File: src/rtl/clock_alarm_pkg.sv
// Shared state encoding, time limits and BCD helpers for the 12-hour alarm engine.
package clock_alarm_pkg;

    typedef enum logic [1:0] {
        ST_IDLE    = 2'd0,
        ST_ARMED   = 2'd1,
        ST_RINGING = 2'd2,
        ST_SNOOZE  = 2'd3
    } state_t;

    localparam int unsigned MAX_HOUR = 11;
    localparam int unsigned MAX_MIN  = 59;
    localparam int unsigned MAX_SEC  = 59;

    function automatic logic [7:0] bcd_to_bin(input logic [7:0] bcd);
        return 8'(bcd[7:4]) * 8'd10 + 8'(bcd[3:0]);
    endfunction

    function automatic logic [7:0] bin_to_bcd(input logic [6:0] bin);
        return {4'(bin / 7'd10), 4'(bin % 7'd10)};
    endfunction

    function automatic logic bcd_ok(input logic [7:0] bcd, input int unsigned lim);
        return (bcd[7:4] <= 4'd9) && (bcd[3:0] <= 4'd9) && (32'(bcd_to_bin(bcd)) <= lim);
    endfunction

endpackage

File: src/rtl/bcd_time_decode.sv
// Validates one {pm,hh,mm,ss} BCD bundle and converts it to binary fields.
module bcd_time_decode
    import clock_alarm_pkg::*;
(
    input  logic       i_pm,
    input  logic [7:0] i_hh,
    input  logic [7:0] i_mm,
    input  logic [7:0] i_ss,
    output logic       o_pm,
    output logic [3:0] o_hh,
    output logic [5:0] o_mm,
    output logic [5:0] o_ss,
    output logic       o_valid
);

    always_comb begin
        o_pm    = i_pm;
        o_hh    = 4'(bcd_to_bin(i_hh));
        o_mm    = 6'(bcd_to_bin(i_mm));
        o_ss    = 6'(bcd_to_bin(i_ss));
        o_valid = bcd_ok(i_hh, MAX_HOUR) && bcd_ok(i_mm, MAX_MIN) && bcd_ok(i_ss, MAX_SEC);
    end

endmodule

File: src/rtl/clock_alarm.sv
// Alarm engine on the 12-hour BCD time bus: alarm load, match, ring timeout, snooze.
// Optional hourly chime output enabled by defining CLOCK_ALARM_HOURLY_CHIME_EN.
module clock_alarm
    import clock_alarm_pkg::*;
#(
    parameter int unsigned RING_SECS  = 60,
    parameter int unsigned SNOOZE_MIN = 5
) (
    input  logic       i_clk,
    input  logic       i_rst,
    input  logic       i_ena,
    input  logic       i_pm,
    input  logic [7:0] i_hh,
    input  logic [7:0] i_mm,
    input  logic [7:0] i_ss,
    input  logic       i_set_valid,
    input  logic [7:0] i_set_hh,
    input  logic [7:0] i_set_mm,
    input  logic       i_set_pm,
    output logic       o_set_ready,
    output logic       o_set_err,
    input  logic       i_arm,
    input  logic       i_stop,
    input  logic       i_snooze,
    output logic       o_ring,
    output logic [1:0] o_state,
    output logic [7:0] o_alarm_hh,
    output logic [7:0] o_alarm_mm,
    output logic       o_alarm_pm
`ifdef CLOCK_ALARM_HOURLY_CHIME_EN
    ,
    output logic       o_chime
`endif
);

    localparam int unsigned CW = $clog2(RING_SECS + 1);

    state_t       r_state;
    logic         r_ring, r_set_err;
    logic [CW-1:0] r_cnt;
    logic         r_al_pm, r_snz_pm;
    logic [3:0]   r_al_hh, r_snz_hh;
    logic [5:0]   r_al_mm, r_snz_mm;

    logic         w_cur_pm, w_cur_valid;
    logic [3:0]   w_cur_hh;
    logic [5:0]   w_cur_mm, w_cur_ss;
    logic         w_tick_ok, w_alarm_hit, w_snz_hit, w_ready;
    logic [6:0]   w_mm_sum;
    logic         w_nxt_pm;
    logic [3:0]   w_nxt_hh;
    logic [5:0]   w_nxt_mm;

    bcd_time_decode u_cur (
        .i_pm    (i_pm),
        .i_hh    (i_hh),
        .i_mm    (i_mm),
        .i_ss    (i_ss),
        .o_pm    (w_cur_pm),
        .o_hh    (w_cur_hh),
        .o_mm    (w_cur_mm),
        .o_ss    (w_cur_ss),
        .o_valid (w_cur_valid)
    );

    always_comb begin
        w_tick_ok   = i_ena && w_cur_valid && (w_cur_ss == '0);
        w_alarm_hit = w_tick_ok && ({w_cur_pm, w_cur_hh, w_cur_mm} == {r_al_pm, r_al_hh, r_al_mm});
        w_snz_hit   = w_tick_ok && ({w_cur_pm, w_cur_hh, w_cur_mm} == {r_snz_pm, r_snz_hh, r_snz_mm});
        w_ready     = (r_state == ST_IDLE) || (r_state == ST_ARMED);
    end

    // Snooze target: minute overflow carries into the hour, hour 11 wraps to 0 and flips AM/PM.
    always_comb begin
        w_mm_sum = 7'(w_cur_mm) + 7'(SNOOZE_MIN);
        w_nxt_pm = w_cur_pm;
        w_nxt_hh = w_cur_hh;
        w_nxt_mm = 6'(w_mm_sum);
        if (w_mm_sum > 7'(MAX_MIN)) begin
            w_nxt_mm = 6'(w_mm_sum - 7'd60);
            if (w_cur_hh == 4'(MAX_HOUR)) begin
                w_nxt_hh = '0;
                w_nxt_pm = ~w_cur_pm;
            end else begin
                w_nxt_hh = w_cur_hh + 4'd1;
            end
        end
    end

    always_ff @(posedge i_clk) begin
        if (i_rst) begin
            r_al_pm   <= 1'b0;
            r_al_hh   <= '0;
            r_al_mm   <= '0;
            r_set_err <= 1'b0;
        end else begin
            r_set_err <= 1'b0;
            if (i_set_valid && w_ready) begin
                if (bcd_ok(i_set_hh, MAX_HOUR) && bcd_ok(i_set_mm, MAX_MIN)) begin
                    r_al_pm <= i_set_pm;
                    r_al_hh <= 4'(bcd_to_bin(i_set_hh));
                    r_al_mm <= 6'(bcd_to_bin(i_set_mm));
                end else begin
                    r_set_err <= 1'b1;
                end
            end
        end
    end

    always_ff @(posedge i_clk) begin
        if (i_rst) begin
            r_state  <= ST_IDLE;
            r_ring   <= 1'b0;
            r_cnt    <= '0;
            r_snz_pm <= 1'b0;
            r_snz_hh <= '0;
            r_snz_mm <= '0;
        end else if (!i_arm) begin
            r_state <= ST_IDLE;
            r_ring  <= 1'b0;
        end else begin
            case (r_state)
                ST_IDLE: r_state <= ST_ARMED;
                ST_ARMED: begin
                    if (w_alarm_hit) begin
                        r_state <= ST_RINGING;
                        r_ring  <= 1'b1;
                        r_cnt   <= '0;
                    end
                end
                ST_RINGING: begin
                    if (i_stop) begin
                        r_state <= ST_ARMED;
                        r_ring  <= 1'b0;
                    end else if (i_snooze) begin
                        r_state  <= ST_SNOOZE;
                        r_ring   <= 1'b0;
                        r_snz_pm <= w_nxt_pm;
                        r_snz_hh <= w_nxt_hh;
                        r_snz_mm <= w_nxt_mm;
                    end else if (i_ena) begin
                        if (r_cnt == CW'(RING_SECS - 1)) begin
                            r_state <= ST_ARMED;
                            r_ring  <= 1'b0;
                        end else begin
                            r_cnt <= r_cnt + 1'b1;
                        end
                    end
                end
                ST_SNOOZE: begin
                    if (i_stop) begin
                        r_state <= ST_ARMED;
                    end else if (w_snz_hit) begin
                        r_state <= ST_RINGING;
                        r_ring  <= 1'b1;
                        r_cnt   <= '0;
                    end
                end
                default: r_state <= ST_IDLE;
            endcase
        end
    end

`ifdef CLOCK_ALARM_HOURLY_CHIME_EN
    logic r_chime;

    always_ff @(posedge i_clk) begin
        if (i_rst) begin
            r_chime <= 1'b0;
        end else begin
            r_chime <= i_ena && w_cur_valid && (w_cur_mm == '0) && (w_cur_ss == '0);
        end
    end

    assign o_chime = r_chime;
`endif

    assign o_set_ready = !i_rst && w_ready;
    assign o_set_err   = r_set_err;
    assign o_ring      = r_ring;
    assign o_state     = r_state;
    assign o_alarm_hh  = bin_to_bcd(7'(r_al_hh));
    assign o_alarm_mm  = bin_to_bcd(7'(r_al_mm));
    assign o_alarm_pm  = r_al_pm;

endmodule

File: config.mk
export PLATFORM = sky130hd
export DESIGN_NAME = clock_alarm
export DESIGN_NICKNAME = d
export VERILOG_FILES = /design/src/rtl/clock_alarm_pkg.sv /design/src/rtl/bcd_time_decode.sv /design/src/rtl/clock_alarm.sv
export SDC_FILE = /design/constraint.sdc
export NUM_CORES = 1
export LEC_CHECK = 0
export BUFFER_PORTS_ARGS = -buffer_cell sky130_fd_sc_hd__buf_2
export CORE_MARGIN = 5
export CORE_UTILIZATION = 49
export CTS_CLUSTER_DIAMETER = 200
export DETAILED_ROUTE_END_ITERATION = 8
export GPL_TIMING_DRIVEN = 0
export PLACE_DENSITY = 0.74
export SLEW_MARGIN = 0
export SYNTH_ARGS = -nofsm -noshare
export SYNTH_HDL_FRONTEND = slang
export SYNTH_HIERARCHICAL = 1
export SYNTH_SLANG_ARGS = --single-unit
File: constraint.sdc
create_clock -name i_clk -period 4.4 [get_ports i_clk]
set_input_delay 0.88 -clock i_clk [delete_from_list [all_inputs] [get_ports i_clk]]
set_output_delay 0.88 -clock i_clk [all_outputs]
set_load 0.05 [all_outputs]
# [Word level (Yosys, flattened, before mapping)]
# Index checks and enable logic that the tools add are counted.
[op_classes] add_sub_neg=9 multipliers=5 div=4 order_cmp=16 eq_ne=17 muxes=30 bitwise_logic=4 reduce_logical=31
[ops] operator="$mux W6" n=8
[ops] operator="$add A8 B4 Y8" n=5
[ops] operator="$le A4 B4 Y1 const B" n=10
[ops] operator="$mul A4 B3 Y7 const B" n=5
[ops] operator="$le A8 B6 Y1 const B" n=3
[ops] operator="$eq A11 B11 Y1" n=2
[ops] operator="$logic_and A1 B1 Y1" n=19
[ops] operator="$pmux W6 S3" n=1
[ops] operator="$le A8 B4 Y1 const B" n=2
[ops] operator="$mux W2" n=7
[ops] operator="$ne A2 B2 Y1 const B" n=7
[ops] operator="$mux W1" n=10
[ops] operator="$reduce_and A9 Y1" n=1
[ops] operator="$mux W4" n=2
[ops] operator="$ne A4 B4 Y1 const B" n=2
[ops] operator="$pmux W2 S4" n=1
[ops] operator="$reduce_and A4 Y1" n=2
[ops] operator="$add A6 B3 Y7 const B" n=1
[ops] operator="$div A4 B4 Y7 const B" n=1
[ops] operator="$div A6 B4 Y7 const B" n=1
[ops] operator="$gt A7 B6 Y1 const B" n=1
[ops] operator="$mod A4 B4 Y7 const B" n=1
[ops] operator="$mod A6 B4 Y7 const B" n=1
[ops] operator="$add A6 B1 Y6 const B" n=1
[ops] operator="17 further kinds" n=22
[word_totals] regBits=32 out_inout_bits=22

# [Longest topological paths before layout]
[depth] ltp_word=12 mapped_depth=15

# [Cells and area by module]
# The synthesis kept the hierarchy.
[by_module_without_submodules] mod="clock_alarm" instances=1 cells_each=379 area_each_um2=3079.2
[by_module_without_submodules] mod="bcd_time_decode" instances=1 cells_each=104 area_each_um2=894.6

# [Least setup slack after synthesis]
# No wires, ideal clock.
[synth_path] path_type="input-to-reg" start="in i_mm[5]" end="reg r_cnt[0]" arrival_time_ps=4157 required_ps=4265 setup_slack_ps=108 cell_stages=14 n_path_buf=0 cell_sequence="ha_1 -> ha_1 -> fa_1 -> a21boi_0 -> o2bb2ai_1 -> and3_1 -> a32o_2 -> a2111oi_4 -> nor4bb_1 -> nand2_1 -> nor4_1 -> o21ai_0 -> nand2b_1 -> a311oi_1"
[synth_via] elab_chain_len=11 elab_cells_between_ends=17 classes_between="1 x add/sub; 1 x mul; 2 x order compare; 4 x eq/ne; 9 x reduce/logical"
[synth_rtl] item="from (decl)" line_no="clock_alarm.sv:14" text="input logic [7:0] i_mm,"
[synth_rtl] item="$mul A4 B3 Y7 (*)" line_no="clock_alarm_pkg.sv:16" text="return 8'(bcd[7:4]) * 8'd10 + 8'(bcd[3:0]);"
[synth_rtl] item="$add A8 B4 Y8 (*)" line_no="clock_alarm_pkg.sv:16"
[synth_rtl] item="net w_cur_mm[5]" line_no="clock_alarm.sv:47" text="logic [5:0] w_cur_mm, w_cur_ss;"
[synth_rtl] item="$le A8 B6 Y1 (*)" line_no="clock_alarm_pkg.sv:24" text="return (bcd[7:4] <= 4'd9) && (bcd[3:0] <= 4'd9) && (32'(bcd_to_bin(bcd)) <= lim);"
[synth_rtl] item="$logic_and A1 B1 Y1 (*)" line_no="clock_alarm_pkg.sv:24"
[synth_rtl] item="$logic_and A1 B1 Y1 (*) (2 in a row)" line_no="bcd_time_decode.sv:21" text="o_valid = bcd_ok(i_hh, MAX_HOUR) && bcd_ok(i_mm, MAX_MIN) && bcd_ok(i_ss, MAX_SEC);"
[synth_rtl] item="net w_cur_valid" line_no="clock_alarm.sv:45" text="logic w_cur_pm, w_cur_valid;"
[synth_rtl] item="$logic_and A1 B1 Y1 (*) (2 in a row)" line_no="clock_alarm.sv:67" text="w_tick_ok = i_ena && w_cur_valid && (w_cur_ss == '0);"
[synth_rtl] item="$logic_and A1 B1 Y1, on equally long branches" line_no="clock_alarm.sv:69, clock_alarm.sv:68"
[synth_rtl] item="$ne A2 B2 Y1 (no source line)"
[synth_rtl] item="$reduce_and A9 Y1 (no source line) (*)"
[synth_rtl] item="to (signal assigned)" line_no="clock_alarm.sv:146" text="r_cnt <= r_cnt + 1'b1;"
[synth_rtl] item="to (decl)" line_no="clock_alarm.sv:40" text="logic [CW-1:0] r_cnt;"
# Mark *: on every way through the listed nets, which the timed path passes. The rest lies on a longest branch.
# A chain may end at the register's enable or synchronous reset.

# [Worst setup path after layout]
# Same ends and word-level chain as after synthesis.

==> metrics.yaml <==
status: "complete, no violations"
port_buffers: 61
drv_slew: 0
ys_ff_latch: 32
worst_pin_slew_ns: 0.716
syn_area_per_cell_um2: 8.23
synth_compound_area_share_pct: 23.7
muxShareOfSynthArea_pct: 3.05
gp_congestion: 0.852
die_x_um: 100
arrival_ns: 4.37
drt_iter0_markers: 150
endpoint_kind: "flop"
finClkSkew_ns: 0.0131
gr-total-overflow: 0
finalCritPeriodShare_pct: 95.6
fmaxAchievable_mhz: 238
numCtsBuffers: 5
power_density_nw_per_um2: 218
place_inst: 649
p_leak_nw: 1.99
initial_utilization_pct: 50.9
synthSimpleGateAreaFrac_pct: 21.0
async_reset_ff_share_pct: 0
fin_area_um2: 4580
hold_class: "reg2reg"
synth_edf_count: 0
synth-xor-area-share_pct: 9.26
via_per_inst: 5.68
clock-sinks: 32
synthAdderAreaFrac_pct: 19.1
wire_per_inst_um: 14.8
clock_latency_ns: 0.30
path_clk_slew_ns: 0.08
cts_root_buf: "clkbuf_8"
final_util_pct: 58.7
layout_common_cells: "buf_2 (64), ha_1 (44), inv_1 (37)"
die_y_um: 100
start_kind: "primary input"
worstSetupPathType: "in2reg"
ir_worst_vdd_mv: 0.112
cts_tree: "yes"
synth_top_family_by_area: "compound AO/OA/AOI/OAI gates"
grt_usage_pct: 19.3
vias: 3732
setup_viol: 0
syn_inst: 483
synth_top_flop_cell: "dfxtp_1"
slew_headroom_pct: 51.8
drv_cap: 0
grt_antenna_before_repair: 0
num_antenna_cells: 0
rrSetupSlack_ns: 2.27
reg2reg_depth: 7
dr.pass1.iters: 5
rows: 32
n_fill_cell: 716
crit_required_ns: 4.56
dpl_cell_area_um2: 4420
period_minus_slack_ns: 4.21
clk_path_buf_depth: 2
drc: 0
coreArea_um2: 7810
final_cell_count_no_fill: 657
r2r_start: "o_state[1]"
synthDistinctLibCells: 73
cts_max_level: 2
die_area_um2: 10000
hold_violations: 0
r2r_end: "r_snz_hh[3]"
yosysSeqAreaShare_pct: 16.1
pin_count: 71
drive_above_1_share_pct: 20.2
worstHoldStart: "r_snz_mm[5]"
layout_commonest_cell: "buf_2"
netlist_area_um2: 3970
ant_nets: 0
place_hpwl_um: 8040
crit_path_max_fanout: 7
endpoint: "r_cnt[0]"
startpoint: "i_mm[5]"
synth_warnings: 6
drt-total-wl_um: 9700
grt_pass1_wl_um: 16300
grt_max_degree: 12
syn2layout_area_growth_pct: 15.3
fin_nets: 657
grt_pass1_vias: 3840
-- metrics by stage --
step                      setup slack (ns)  setup TNS, ns  hold slack (ns)  total power [mW]
after floorplan                      0.108              0            0.444             0.651
after global placement              -0.867          -6.24            0.454             0.747
after global routing              -0.00704       -0.00704            0.487              1.07
final                                0.193              0            0.465             0.998
after detailed placement            -0.947          -6.61            0.459             0.762
after CTS                           0.0162              0            0.468             0.994
-- layout make-up --
type                       count  area, um2  area share [%]
multi-input combinational    387       3120            68.0
sequential                    32        641            14.0
timing repair buffer          61        305            6.66
buffer                        30        165            3.61
inverter                      37        139            3.03
tap                          102        128            2.79
clock buffer                   5       68.8            1.50
clock inverter                 3       18.8           0.410
-- worst min path at each step --
| stage | slack [ns] | to | cells after the start |
|---|---|---|---|
| 6_report | 0.47 | r_snz_mm[5] | 2 |
| 3_3_place_gp | 0.45 | r_snz_mm[5] | 2 |
| 4_1_cts | 0.47 | r_snz_mm[5] | 2 |
| 5_1_grt | 0.49 | r_snz_mm[5] | 2 |
| 3_5_place_dp | 0.46 | r_snz_mm[5] | 2 |
| 2_1_floorplan | 0.44 | r_snz_mm[5] | 2 |
-- critical path, cell delays in order --
cell	delay, ns
buf_2	0.13
ha_1	0.29
ha_1	0.23
fa_2	0.57
nand2b_1	0.13
o2bb2ai_2	0.13
and3_1	0.20
a32o_2	0.23
a2111oi_4	0.26
nor4bb_4	0.38
nand2_2	0.16
nor4_4	0.33
o21ai_1	0.20
nand2b_1	0.14
a311oi_1	0.10
-- cells by family (layout without fill, tap and decap cells) --
family                     after synthesis  in the layout
other                                    1              4
muxes                                   11             11
and+or+nand+nor                        147            147
adders and majority gates               55             55
DFF                                     32             32
buffers and inverters                   67            136
AOI/OAI and AO/OA                      128            128
xor gates and xnor gates                42             42
-- per-layer routing --
layer  wire length [um]  track usage, %
met1               4120            22.0
met2               5060            36.7
met3                384            3.75
met4                134            4.97
met5                  0               0
-- flip-flops by register name, indices dropped and copies added (netlist names) --
register / flops
o_alarm_pm: 1
o_ring: 1
o_set_err: 1
o_state: 2
r_al_hh: 4
r_al_mm: 6
r_cnt: 6
r_snz_hh: 4
r_snz_mm: 6
r_snz_pm: 1
-- synth_stat cells, drive strengths merged (3+ instances only) --
master	count	area share [%]
ha	44	14
inv	37	3.5
dfxtp	32	16
xnor2	29	6.4
a21oi	28	3.5
o21ai	28	3.5
nand2	27	2.7
nor2	24	2.3
nand4	19	3.0
buf	17	2.9
nor2b	17	2.9
clkbuf	13	1.2
xor2	13	2.9
a211oi	12	2.4
nand2b	12	1.9
fa	10	5.0
nand3	10	1.7
mux2i	8	2.0
nor3	8	1.0
a21o	7	1.3
o211ai	7	1.3
a311oi	5	1.3
nor4	5	0.79
or3	5	0.91
a31o	3	0.66
a31oi	3	0.47
a41o	3	0.76
and2	3	0.47
and3	3	0.47
mux2	3	1.0
nand3b	3	0.57
nor4b	3	0.66
o21a	3	0.57
o31ai	3	0.91
-- report_power, final --
| part | switching [mW] | internal [mW] | total (mW) | leakage, nW |
|---|---|---|---|---|
| sequential | 0.00125 | 0.291 | 0.292 | 0.258 |
| combinational | 0.285 | 0.191 | 0.475 | 1.69 |
| clock | 0.121 | 0.110 | 0.231 | 0.0479 |
-- repair_timing --
item                       CTS  global route
hold buffers                 0             0
setup endpoints to repair    9             7
pin swaps                    1             2
setup buffers                0             0
gates resized for setup      7             7
hold endpoints to repair     0             0
Note: power is estimated with default switching activity, not from simulation.
